`config.mk`:
```
export PLATFORM = sky130hd
export DESIGN_NAME = icache_stage
export DESIGN_NICKNAME = d
export VERILOG_FILES = /design/src/rtl/icache_stage.sv
export SDC_FILE = /design/constraint.sdc
export NUM_CORES = 1
export LEC_CHECK = 0
export CORE_UTILIZATION = 45
export CTS_BUF_LIST = sky130_fd_sc_hd__clkbuf_8
export CTS_CLUSTER_SIZE = 8
export DETAILED_ROUTE_END_ITERATION = 12
export HOLD_SLACK_MARGIN = 0.03
export PLACE_DENSITY = 0.63
export SETUP_SLACK_MARGIN = 0.02
export SYNTH_ARGS = -nofsm -noshare
export SYNTH_HDL_FRONTEND = slang
export SYNTH_SLANG_ARGS = --single-unit
```
`constraint.sdc`:
```
create_clock -name clk -period 37 [get_ports clk]
set_input_delay 9.25 -clock clk [delete_from_list [all_inputs] [get_ports clk]]
set_output_delay 9.25 -clock clk [all_outputs]
set_load 0.05 [all_outputs]
```
`src/rtl/icache_stage.sv`:
```
// icache_stage: direct-mapped instruction cache between the fetch stage and
// main memory. 2^INDEX_BITS lines of 16 bytes each.
//
// Ports:
//   clk, reset       single clock; synchronous active-high reset
//   req_valid        fetch presents a valid instruction address
//   req_addr[15:0]   instruction byte address (bit 0 ignored)
//   flush            invalidate every line
//   inst_code_high   byte at {req_addr[15:1],0}; 0x00 when not hit
//   inst_code_low    byte at {req_addr[15:1],1}; 0x00 when not hit
//   hit              instruction bytes valid this cycle
//   stall            fetch must hold req_addr and not advance the PC
//   mem_req          one-cycle line-read request to memory
//   mem_addr[15:0]   line-aligned refill address
//   mem_valid        memory returns the requested line
//   mem_data[127:0]  line data, byte k at [8k+7:8k]
module icache_stage #(
  parameter int INDEX_BITS = 2
) (
  input  logic         clk,
  input  logic         reset,
  input  logic         req_valid,
  input  logic [15:0]  req_addr,
  input  logic         flush,
  output logic [7:0]   inst_code_high,
  output logic [7:0]   inst_code_low,
  output logic         hit,
  output logic         stall,
  output logic         mem_req,
  output logic [15:0]  mem_addr,
  input  logic         mem_valid,
  input  logic [127:0] mem_data
);

  localparam int LINES = 1 << INDEX_BITS;
  localparam int TAG_W = 12 - INDEX_BITS;

  typedef enum logic [1:0] {
    ST_IDLE,
    ST_REQ,
    ST_WAIT
  } state_t;

  state_t                r_state;
  state_t                w_state_next;
  logic [LINES-1:0]      r_valid;
  logic [TAG_W-1:0]      r_tag  [LINES];
  logic [127:0]          r_data [LINES];
  logic [15:0]           r_miss_line;

  logic [INDEX_BITS-1:0] w_index;
  logic [INDEX_BITS-1:0] w_miss_index;
  logic [TAG_W-1:0]      w_tag;
  logic [TAG_W-1:0]      w_miss_tag;
  logic [127:0]          w_line;
  logic [6:0]            w_hi_bit;
  logic [6:0]            w_lo_bit;
  logic                  w_hit;
  logic                  w_fill;
  logic                  w_latch;
  logic                  w_unused_addr0;

  assign w_index        = req_addr[3+INDEX_BITS:4];
  assign w_tag          = req_addr[15:4+INDEX_BITS];
  assign w_miss_index   = r_miss_line[3+INDEX_BITS:4];
  assign w_miss_tag     = r_miss_line[15:4+INDEX_BITS];
  assign w_line         = r_data[w_index];
  // Instructions are halfword aligned, so address bit 0 never selects data.
  assign w_unused_addr0 = req_addr[0];

  // Bit positions of byte (offset & ~1) and byte (offset | 1) in the line.
  assign w_hi_bit = {req_addr[3:1], 4'b0000};
  assign w_lo_bit = {req_addr[3:1], 4'b1000};

  assign w_hit  = (r_state == ST_IDLE) && req_valid && r_valid[w_index] &&
                  (r_tag[w_index] == w_tag);
  // Memory responses are only accepted while waiting for the refill.
  assign w_fill = (r_state == ST_WAIT) && mem_valid;

  always_comb begin
    w_state_next   = r_state;
    w_latch        = 1'b0;
    hit            = w_hit;
    stall          = req_valid && !w_hit;
    mem_req        = (r_state == ST_REQ);
    mem_addr       = r_miss_line;
    inst_code_high = 8'h00;
    inst_code_low  = 8'h00;
    if (w_hit) begin
      inst_code_high = w_line[w_hi_bit +: 8];
      inst_code_low  = w_line[w_lo_bit +: 8];
    end
    case (r_state)
      ST_IDLE: begin
        if (req_valid && !w_hit) begin
          w_state_next = ST_REQ;
          w_latch      = 1'b1;
        end
      end
      ST_REQ:  w_state_next = ST_WAIT;
      ST_WAIT: begin
        if (mem_valid) w_state_next = ST_IDLE;
      end
      default: w_state_next = ST_IDLE;
    endcase
  end

  // Control state: FSM, valid bits, pending miss line
  always_ff @(posedge clk) begin
    if (reset) begin
      r_state     <= ST_IDLE;
      r_valid     <= '0;
      r_miss_line <= 16'h0000;
    end else begin
      r_state <= w_state_next;
      if (w_latch) r_miss_line <= {req_addr[15:4], 4'b0000};
      // A refill landing with a flush still ends valid: the set wins.
      if (flush)  r_valid <= '0;
      if (w_fill) r_valid[w_miss_index] <= 1'b1;
    end
  end

  // Line storage: tag and data arrays carry no reset
  always_ff @(posedge clk) begin
    if (w_fill && !reset) begin
      r_tag[w_miss_index]  <= w_miss_tag;
      r_data[w_miss_index] <= mem_data;
    end
  end

endmodule

```
==> metrics.cfg <==
[clocking]
cts_tree = done
cts_buffer_depth = 3
cts_hold_buf = 0
clock-root-buffer = clkbuf_8
cts-resized-gates = 0
cts-htree-levels = 3
cts_setup_buffers = 0
insertion_delay_ns = 0.66
cts.sinks = 570
numCtsBuffers = 94
clk_pin_slew_ns = 0.06

[yosys]
synth_warnings = 0
syn_area_per_cell_sq_um = 22.5
synth_flop_cell = edfxtp_1
synthMuxAreaShare_pct = 17.0
synth_edf_count = 552
synth_cells = 975
synth_cell_types = 37
syn_area_sq_um = 22000
ys_seq_area_share_pct = 77.1
ys_ff_latch = 570
async_flop_share_pct = 0
synth_xor_area_share_pct = 0.359
synth_compound_area_share_pct = 1.93
yosys.area_share.simple_pct = 2.19
synth_fa_ha_area_share_pct = 0
synth_top_family_by_area = multiplexers

[power_and_ir_drop]
p_leak_nw = 8.32
power_density_nw_per_um2 = 49.0
ir_worst_vdd_uv = 31.3

[route]
first_pass_iters = 5
wl_mm = 45.8
drt_iter0_drc = 711
vias = 10325
routedWlPerCell_microns = 24.2
drt.antenna.violating_nets = 0
vias_per_cell = 5.46
drc = 0

[timing]
tns_ns = 0
rsz0062_at_grt = false
clock_skew_ns = 0.0203
fin_crit_sh_pct = 61.2
slew_headroom_pct = 31.6
drv_slew = 0
fmax_mhz = 44.1
setup_viol = 0
finalHoldWorstSlack_ns = 0.461
worst_slew_pin_slew_ns = 1.03
finalHoldViolations = 0
timing.final.crit_period_ns = 22.65

[layout]
fin_nets = 1357
multiInputGateArea_sq_um = 4750
regArea_sq_um = 16900
syn2layout_area_growth_pct = 18.6
drive_gt1_share_pct = 22.2
n_fill_cell = 3710
stdcell_count = 1892

[critical_path]
r2r_end = r_data[0][107]$_DFFE_PP_
crit_fanout = 65
cpPeakStageDelay_ns = 0.87
critPathKind = primary input to output port
crit_top_cell = buf_4
crit_slowest_cell = clkdlybuf4s50_1
crit_arrival_ns = 13.40
crit_chain = buf_8, buf_4, mux4_2, xnor2_1, nand4_1, or3_1, buf_4, nor2_1, clkdlybuf4s50_1
r2r_start = r_state[0]$_SDFFE_PP0P_
reg2reg_setup_slack_ns = 34.01
crit_path_start_kind = primary input
end_kind = output port
cp.required_ns = 27.75
r2r_cells = 4

[placement]
gp_congestion = 0.722
io_buffers = 178
dp.cells = 1727
place_hpwl_mm = 26.5

[global_route]
antenna_found_initial = 8
grt_overflow = 0
grt_pass1_vias = 11068
grt_max_degree = 140
grt_usage_pct = 19.0
grt_pass1_wl_mm = 68.6

[floorplan]
io_pins = 184
dieHeight_microns = 223
start_util_pct = 45.8
rows = 80
coreArea_sq_um = 47900
die_area_sq_um = 49700
die_w_microns = 223

[outcome]
outcome = finished, final reports clean

[worst_hold_path]
holdPathEnd = r_valid[0]$_SDFF_PP0_
hold_start = r_valid[0]$_SDFF_PP0_
whs_path_depth = 1
worst_hold_path_type = register to register

[flow_run]
drv_cap = 0

==> final cells by class <==
cell class                 instances  area share (%)
inverter                           4          0.0577
antenna                            3          0.0288
multi-input combinational        346            18.3
sequential                       570            65.0
clock buffer                      99            5.23
clock inverter                    63            1.10
tap                              615            2.95
timing repair buffer             192            7.34
==> sequential cells by signal, summed over array words and instances (netlist names) <==
signal / count
r_data: 512
r_tag: 40
r_state: 2
r_valid: 4
mem_addr: 12
==> through the flow <==
stage | setup slack, ns | util, % | area, sq um | power, W
final | 14.35 | 54.3 | 26000 | 0.00128
after global routing | 14.05 | 54.3 | 26000 | 0.00132
after CTS | 14.17 | 54.3 | 26000 | 0.00129
after detailed placement | 14.19 | 50.9 | 24400 | 0.000805
after global placement | 14.24 | 50.9 | 24400 | 0.000803
after floorplan | 16.22 | - | 22000 | 0.000769
==> Yosys cell counts, types with 5 or more instances <==
cell / number / area (sq um)
edfxtp_1: 552 / 16600
mux4_2: 150 / 3380
mux2i_1: 33 / 330
a211oi_1: 32 / 240
nand2b_1: 25 / 156
clkbuf_1: 24 / 90.1
nor2_1: 22 / 82.6
dfxtp_1: 18 / 360
nor2b_1: 18 / 113
a21oi_1: 16 / 80.1
buf_2: 15 / 75.1
buf_4: 12 / 90.1
xnor2_1: 8 / 70.1
nand2_1: 6 / 22.5
buf_1: 5 / 18.8
==> cells in the final DEF, fill, tap and decap left out, drive strengths merged, types with 3 or more instances in the layout <==
master	synthesis	routed
edfxtp	552	552
clkdlybuf4s50	0	174
mux4	150	150
clkbuf	24	99
inv	4	41
mux2i	33	33
a211oi	32	32
nand2b	25	25
nor2	22	22
clkinv	0	20
nor2b	18	18
dfxtp	18	18
buf	34	18
a21oi	16	16
xnor2	8	8
nand2	6	6
clkinvlp	0	5
nand3	4	4
a21o	4	4
conb	1	4
diode	0	3
nor3b	3	3
==> kinds of logic (layout without fill, tap and decap cells) <==
group,Yosys count,after routing
flip-flops,570,570
buffers and inverters,62,358
multiplexers,185,185
other,1,7
AO/OA/AOI/OAI,61,61
XOR/XNOR,9,9
AND/OR/NAND/NOR,87,87
==> worst max path at each step <==
stage / cells past startpoint / slack [ns] / end / from
global placement: 9 / 14.24 / inst_code_low[6] / req_addr[4]
global route: 9 / 14.05 / inst_code_low[6] / req_addr[4]
detailed placement: 9 / 14.19 / inst_code_low[6] / req_addr[4]
CTS: 9 / 14.17 / inst_code_low[6] / req_addr[4]
floorplan: 3 / 16.22 / r_data[0][0]$_DFFE_PP_ / reset
finish: 9 / 14.35 / inst_code_low[6] / req_addr[4]
==> where the power goes <==
group	internal, W	switching (W)	leakage (nW)
logic	0.0000378	0.0000384	2.25
clock network	0.000251	0.000234	0.964
registers	0.000712	0.00000211	5.10
==> layer usage <==
layer / routed length [microns] / track usage [%]
met5: 65 / 0
met4: 790 / 5.21
met3: 2750 / 5.72
met2: 22700 / 30.8
met1: 19600 / 25.1
==> worst max-delay path: cells and delay by family <==
family | cells | cell delay [ns]
xor+xnor | 1 | 0.19
simple gates | 3 | 0.99
buf+inv | 4 | 2.30
mux | 1 | 0.62
(Power assumes the default switching activity.)
